### src/rtl/vector_pkg.sv
// ----------------------------------------------------------------------------
// vector_pkg
//   Shared definitions for the vector serializer.
//   VEC_N / VEC_W : default vector length and element width.
//   elem_t        : one vector element.
//   ser_state_e   : serializer FSM states (IDLE waits for a vector, SEND
//                   streams the captured elements out one per transfer).
// ----------------------------------------------------------------------------
package vector_pkg;

    localparam int VEC_N = 16;
    localparam int VEC_W = 32;

    typedef logic [VEC_W-1:0] elem_t;

    typedef enum logic {
        IDLE = 1'b0,
        SEND = 1'b1
    } ser_state_e;

endpackage

### src/rtl/vector_serializer.sv
// ----------------------------------------------------------------------------
// vector_serializer
//   Captures an N-element parallel vector in one handshake and emits the
//   elements one at a time, lowest index first, on a valid/ready stream.
//
//   Optional feature (macro VECTOR_SERIALIZER_SUM_EN):
//     adds out_sum / out_sum_valid, a modulo-2^W checksum of the N
//     transferred elements, pulsed the cycle after the last transfer.
//
//   Parameters
//     N  : number of elements per vector (N >= 1)
//     W  : element width in bits
//
//   Ports
//     clk           in   single clock, rising edge
//     rst           in   synchronous active-high reset
//     in_valid      in   parallel vector offered on in_vec
//     in_ready      out  vector accepted this cycle (high only in IDLE)
//     in_vec        in   N x W parallel vector
//     out_valid     out  out_data holds a valid element
//     out_ready     in   downstream accepts the element
//     out_data      out  current element (0 when idle)
//     out_idx       out  index of the current element
//     out_last      out  current element is index N-1
//     out_sum       out  (SUM_EN only) checksum of the last vector
//     out_sum_valid out  (SUM_EN only) one-cycle checksum strobe
// ----------------------------------------------------------------------------
module vector_serializer
    import vector_pkg::*;
#(
    parameter  int N  = VEC_N,
    parameter  int W  = VEC_W,
    localparam int IW = (N > 1) ? $clog2(N) : 1
) (
    input  logic          clk,
    input  logic          rst,
    input  logic          in_valid,
    output logic          in_ready,
    input  logic [W-1:0]  in_vec [N],
    output logic          out_valid,
    input  logic          out_ready,
    output logic [W-1:0]  out_data,
    output logic [IW-1:0] out_idx,
    output logic          out_last
`ifdef VECTOR_SERIALIZER_SUM_EN
    ,
    output logic [W-1:0]  out_sum,
    output logic          out_sum_valid
`endif
);

    // ------------------------------------------------------------------
    // State
    // ------------------------------------------------------------------
    ser_state_e    state_q, state_d;
    logic [IW-1:0] idx_q, idx_d;
    logic [W-1:0]  vec_q [N];

    logic          capture;
    logic          xfer;
    logic          at_last;

    // A vector is only taken while idle; in SEND the input side is
    // completely ignored so in_vec is never re-sampled mid-stream.
    assign capture = (state_q == IDLE) && in_valid;
    assign xfer    = (state_q == SEND) && out_ready;
    assign at_last = (state_q == SEND) && (idx_q == IW'(N - 1));

    // ------------------------------------------------------------------
    // Next-state logic: FSM and element index
    // ------------------------------------------------------------------
    always_comb begin
        state_d = state_q;
        idx_d   = idx_q;
        case (state_q)
            IDLE: begin
                if (in_valid) begin
                    state_d = SEND;
                    idx_d   = '0;
                end
            end
            SEND: begin
                if (out_ready) begin
                    if (at_last) begin
                        state_d = IDLE;
                        idx_d   = '0;
                    end else begin
                        idx_d = idx_q + 1'b1;
                    end
                end
            end
            default: begin
                state_d = IDLE;
                idx_d   = '0;
            end
        endcase
    end

    always_ff @(posedge clk) begin
        if (rst) begin
            state_q <= IDLE;
            idx_q   <= '0;
        end else begin
            state_q <= state_d;
            idx_q   <= idx_d;
        end
    end

    // Vector storage needs no reset: it is only observable in SEND, and
    // SEND can only be entered through a capture that overwrites it.
    always_ff @(posedge clk) begin
        if (capture && !rst) begin
            vec_q <= in_vec;
        end
    end

    // ------------------------------------------------------------------
    // Outputs: decoded from registered state only, so there is no
    // combinational path from any in_* port to any out_* port.
    // ------------------------------------------------------------------
    assign in_ready  = (state_q == IDLE);
    assign out_valid = (state_q == SEND);
    // Forced to zero when idle so reset/idle output value is well defined.
    assign out_data  = (state_q == SEND) ? vec_q[idx_q] : '0;
    // idx_q is held at 0 whenever the FSM is idle.
    assign out_idx   = idx_q;
    assign out_last  = at_last;

`ifdef VECTOR_SERIALIZER_SUM_EN
    // ------------------------------------------------------------------
    // Checksum: accumulate each transferred element; the strobe fires the
    // cycle after the final transfer, when sum_q already holds all N.
    // ------------------------------------------------------------------
    logic [W-1:0] sum_q, sum_d;
    logic         sum_vld_q, sum_vld_d;

    always_comb begin
        sum_d     = sum_q;
        sum_vld_d = xfer && at_last;
        if (capture) begin
            sum_d = '0;
        end else if (xfer) begin
            sum_d = sum_q + vec_q[idx_q];
        end
    end

    always_ff @(posedge clk) begin
        if (rst) begin
            sum_q     <= '0;
            sum_vld_q <= 1'b0;
        end else begin
            sum_q     <= sum_d;
            sum_vld_q <= sum_vld_d;
        end
    end

    assign out_sum       = sum_q;
    assign out_sum_valid = sum_vld_q;
`endif

endmodule

### config.mk
export PLATFORM = sky130hd
export DESIGN_NAME = vector_serializer
export DESIGN_NICKNAME = d
export VERILOG_FILES = /design/src/rtl/vector_pkg.sv /design/src/rtl/vector_serializer.sv
export SDC_FILE = /design/constraint.sdc
export NUM_CORES = 1
export LEC_CHECK = 0
export ABC_CLOCK_PERIOD_IN_PS = 31600
export BUFFER_PORTS_ARGS = -buffer_cell sky130_fd_sc_hd__buf_2
export CAP_MARGIN = 5
export CORE_MARGIN = 2
export CORE_UTILIZATION = 41
export CTS_CLUSTER_SIZE = 16
export DETAILED_ROUTE_END_ITERATION = 10
export PLACE_DENSITY = 0.62
export SYNTH_ARGS = -nofsm -noshare
export SYNTH_HDL_FRONTEND = slang
export SYNTH_SLANG_ARGS = --single-unit
### constraint.sdc
create_clock -name clk -period 31.6 [get_ports clk]
set_input_delay 0 -clock clk [delete_from_list [all_inputs] [get_ports clk]]
set_output_delay 0 -clock clk [all_outputs]
set_load 0.05 [all_outputs]
==> flow_metrics.env, run 1 <==
export IMPL_start_util_pct=41.33
export IMPL_status="did not finish"
export IMPL_place_inst=2239
export IMPL_cts_buffers=53
export IMPL_ys_types=32
export IMPL_synth_area_mm2=0.02015
export IMPL_synth_area_leaders="edfxtp_1 (76%), mux2i_1 (12%), a22oi_1 (4.0%)"
export IMPL_synthTopCellsByCount="edfxtp_1 (512), mux2i_1 (234), a22oi_1 (107)"
export IMPL_haltStage="4_1_cts"
export IMPL_synth_ff_type="edfxtp_1"
export IMPL_synth_top_area_cell="edfxtp_1"
export IMPL_pre_cts_slack_ps=28120
export IMPL_synth_seq_cells=517
export IMPL_rows=81
export IMPL_ys_seq_area_share_pct=76.80
export IMPL_cts_max_level=2
export IMPL_avgSynthCellArea_um2=18.81
export IMPL_synthCells=1071
export IMPL_synth_most_common_cell="edfxtp_1"
export IMPL_postCtsResizedCells=0
export IMPL_synthesis_nets=1588
export IMPL_die_y_um=225.7
export IMPL_clockBufferDepth=3
export IMPL_portBuffers=554
export IMPL_top_level_ports=555
export IMPL_dieWidth_um=225.7
export IMPL_synth_edff_count=512
export IMPL_cts_root_buffer_cell="clkbuf_16"
export IMPL_cts_hold_fix_buffers=468
export IMPL_place_congestion=0.8288
export IMPL_yosysTopAreaCellShare_pct=76.30
export IMPL_clock_sinks=517
export IMPL_cts_setup_buffers=0
export IMPL_synthArstFlopShare_pct=0
export IMPL_error="[ERROR RSZ-0060] Max buffer count reached."
export IMPL_ys_warn_count=0
export IMPL_place_hpwl_um=38530
-- through the flow --
step,area [µm²],hold WS [ps]
3_3_place_gp,23350,176.3
2_1_floorplan,20150,69.41
3_5_place_dp,23350,178.1
-- kinds of logic after synthesis --
family / share of synthesized area [%]
muxes: 12.85
AOI/OAI and AO/OA: 5.843
and+or+nand+nor: 1.559
DFF: 76.80
adders and majority gates: 0.06209
buffers and inverters: 2.881
==> inputs of run 2 (changes only) <==
--- a/config.mk
+++ b/config.mk
@@ -9,10 +9,9 @@
 export BUFFER_PORTS_ARGS = -buffer_cell sky130_fd_sc_hd__buf_2
 export CAP_MARGIN = 5
 export CORE_MARGIN = 2
-export CORE_UTILIZATION = 41
-export CTS_CLUSTER_SIZE = 16
+export CORE_UTILIZATION = 26
 export DETAILED_ROUTE_END_ITERATION = 10
-export PLACE_DENSITY = 0.62
+export PLACE_DENSITY_LB_ADDON = 0.15
 export SYNTH_ARGS = -nofsm -noshare
 export SYNTH_HDL_FRONTEND = slang
 export SYNTH_SLANG_ARGS = --single-unit
==> run 2 against run 1 <==
Synthesized cell count unchanged. Area after synthesis unchanged. The run now ends clean.
==> flow_metrics.env, run 2 <==
export IMPL_status="finished clean"
export IMPL_fin_crit_sh_pct=14.74
export IMPL_timing_rr_end="vec_q[388]"
export IMPL_pre_cts_slack_ps=26950
export IMPL_synth_xor_area_share_pct=0
export IMPL_portBuffers=554
export IMPL_hold_end="vec_q[376]"
export IMPL_clock_sinks=517
export IMPL_grt_pass1_vias=14963
export IMPL_grt_overflow_total=0
export IMPL_largest_register="vec_q"
export IMPL_rrSetupSlack_ps=26940
export IMPL_synth_seq_cells=517
export IMPL_vias=13817
export IMPL_min_from="in_vec[376]"
export IMPL_rows=102
export IMPL_p_leak_nw=11.34
export IMPL_viasPerCell=4.249
export IMPL_worst_setup_path_type="flip-flop to flip-flop"
export IMPL_hold_path_depth=2
export IMPL_synth_most_common_cell="edfxtp_1"
export IMPL_synth_ff_type="edfxtp_1"
export IMPL_cts_tree="done"
export IMPL_synthArstFlopShare_pct=0
export IMPL_cts_buffers=60
export IMPL_dieArea_mm2=0.07974
export IMPL_period_minus_slack_ps=4657
export IMPL_syn2layout_area_growth_pct=53.21
export IMPL_synth_area_mm2=0.02015
export IMPL_cts_root_buffer_cell="clkbuf_16"
export IMPL_setup_violations=0
export IMPL_cp_required_ps=31820
export IMPL_synth_top_family_by_area="multiplexers"
export IMPL_multiInputGateArea_mm2=0.004129
export IMPL_nets=2675
export IMPL_drt_wirelength_per_cell_um=20.75
export IMPL_setup_tns_final_ps=0
export IMPL_final_common_cell="buf_2"
export IMPL_yosysTopAreaCellShare_pct=76.30
export IMPL_r2r_start="out_valid"
export IMPL_r2r_cells=5
export IMPL_die_y_um=282.4
export IMPL_final_seq_area_mm2=0.01548
export IMPL_synthAdderAreaFrac_pct=0.06210
export IMPL_final_cell_mix="buf_2 (554), dlygate4sd3_1 (517), edfxtp_1 (512)"
export IMPL_cts_max_level=2
export IMPL_start_util_pct=26.14
export IMPL_dieWidth_um=282.4
export IMPL_skew_ps=16.67
export IMPL_place_inst=2619
export IMPL_rsz0062_at_grt="false"
export IMPL_layout_setup_ws_ps=26940
export IMPL_grt_max_degree=171
export IMPL_ys_seq_area_share_pct=76.80
export IMPL_synth_compound_gate_area_share_pct=5.843
export IMPL_wl_um=67490
export IMPL_n_fill_cell=7311
export IMPL_place_area_mm2=0.02384
export IMPL_grt_usage_pct=16.29
export IMPL_grt_pass1_wl_um=95240
export IMPL_avgSynthCellArea_um2=18.81
export IMPL_stdcell_count=3252
export IMPL_first_pass_iters=5
export IMPL_powerDensity_mw_per_mm2=52.06
export IMPL_maxSlewViolCount=0
export IMPL_antenna_found_initial=12
export IMPL_crit_path_start_kind="flip-flop"
export IMPL_ys_types=32
export IMPL_top_level_ports=555
export IMPL_place_hpwl_um=45260
export IMPL_yosys_area_share_simple_pct=1.559
export IMPL_clockBufferDepth=3
export IMPL_synth_area_leaders="edfxtp_1 (76%), mux2i_1 (12%), a22oi_1 (4.0%)"
export IMPL_crit_path_end_kind="flip-flop"
export IMPL_synthCells=1071
export IMPL_clock_latency_ps=610
export IMPL_hold_viol_final=0
export IMPL_drc=0
export IMPL_synthesis_nets=1588
export IMPL_drt_iter0_drc=800
export IMPL_core_area_mm2=0.07708
export IMPL_path_clk_slew_ps=60
export IMPL_place_congestion=0.7969
export IMPL_cap_violations=0
export IMPL_hold_class="input port to flip-flop"
export IMPL_stdcell_area_mm2=0.03087
export IMPL_drive_gt1_share_pct=30.41
export IMPL_ir_drop_v=0.00004128
export IMPL_largest_reg_flops=512
export IMPL_tightest_slew_ps=1155
export IMPL_synth_top_area_cell="edfxtp_1"
export IMPL_path_max_fanout=81
export IMPL_synthTopCellsByCount="edfxtp_1 (512), mux2i_1 (234), a22oi_1 (107)"
export IMPL_fmax_mhz=214.7
export IMPL_ys_warn_count=0
export IMPL_worst_ep_arrival_time_ps=4870
export IMPL_maxSlewHeadroom_pct=22.97
export IMPL_synth_mux_area_share_pct=12.85
export IMPL_ant_nets=0
export IMPL_synth_edff_count=512
## run 2: cell counts after synthesis
No cell type changed its count.
## run 2: stage by stage
step                      power, mW  hold slack (ps)  util (%)
after global routing          1.672            66.10     40.05
after detailed placement     0.9115            178.1     30.93
after global placement       0.9097            177.1     30.93
after CTS                     1.632            43.07     40.02
after floorplan              0.8836            69.41         -
final                         1.607            96.09     40.05
## run 2: routing by layer
metal / global-route usage, % / up-vias / wire length, µm
met1: 21.27 / 6759 / 28770
met4: 4.884 / 4 / 1586
li1: - / 6526 / -
met5: 0 / - / 27
met2: 27.36 / 428 / 33370
met3: 3.155 / 100 / 3732
## run 2: logic make-up after synthesis
family / Yosys count
buffers and inverters: 65
multiplexers: 245
AND/OR/NAND/NOR: 76
adder cells (fa/ha/maj): 1
flip-flops: 517
AO/OA/AOI/OAI: 167
## run 2: cell type report
cell class / instances / share of cell area [%]
Multi-Input combinational cell: 489 / 13.37
Clock buffer: 68 / 5.030
Tap cell: 1040 / 4.215
Clock inverter: 39 / 0.9038
Antenna cell: 9 / 0.07295
Timing Repair Buffer: 1088 / 26.24
Sequential cell: 517 / 50.14
Inverter: 2 / 0.02432
## run 2: power by group
group / leakage, nW / total [mW] / internal, mW / switching (mW)
combinational: 5.66 / 0.157 / 0.0854 / 0.0716
sequential: 4.78 / 0.794 / 0.786 / 0.00800
clock: 0.900 / 0.656 / 0.380 / 0.276
total: 11.3 / 1.61 / 1.25 / 0.355
## run 2: what timing repair did
| item | CTS | global route |
|---|---|---|
| hold buffers | 517 | 0 |
| endpoints found under the hold margin | 546 | 0 |
| gates resized for setup | 0 | 0 |
| buffers inserted | 0 | 0 |
## run 2: worst max-delay path, stage by stage (launching register included)
cell and delay (ps):
dfxtp_1 420, nand2b_1 250, nor2_4 650, buf_4 900, buf_4 900, buf_4 920
## run 2: how the worst max path moves through the flow
stage	startpoint	endpoint	slack, ps	cells after the start
after global placement	out_valid	vec_q[386]	27100	5
after global routing	out_valid	vec_q[388]	26620	5
after CTS	out_valid	vec_q[388]	26930	5
after floorplan	out_valid	vec_q[0]	8110	3
final	out_valid	vec_q[388]	26940	5
after detailed placement	out_valid	vec_q[388]	26950	5
(Power assumes the default switching activity.)
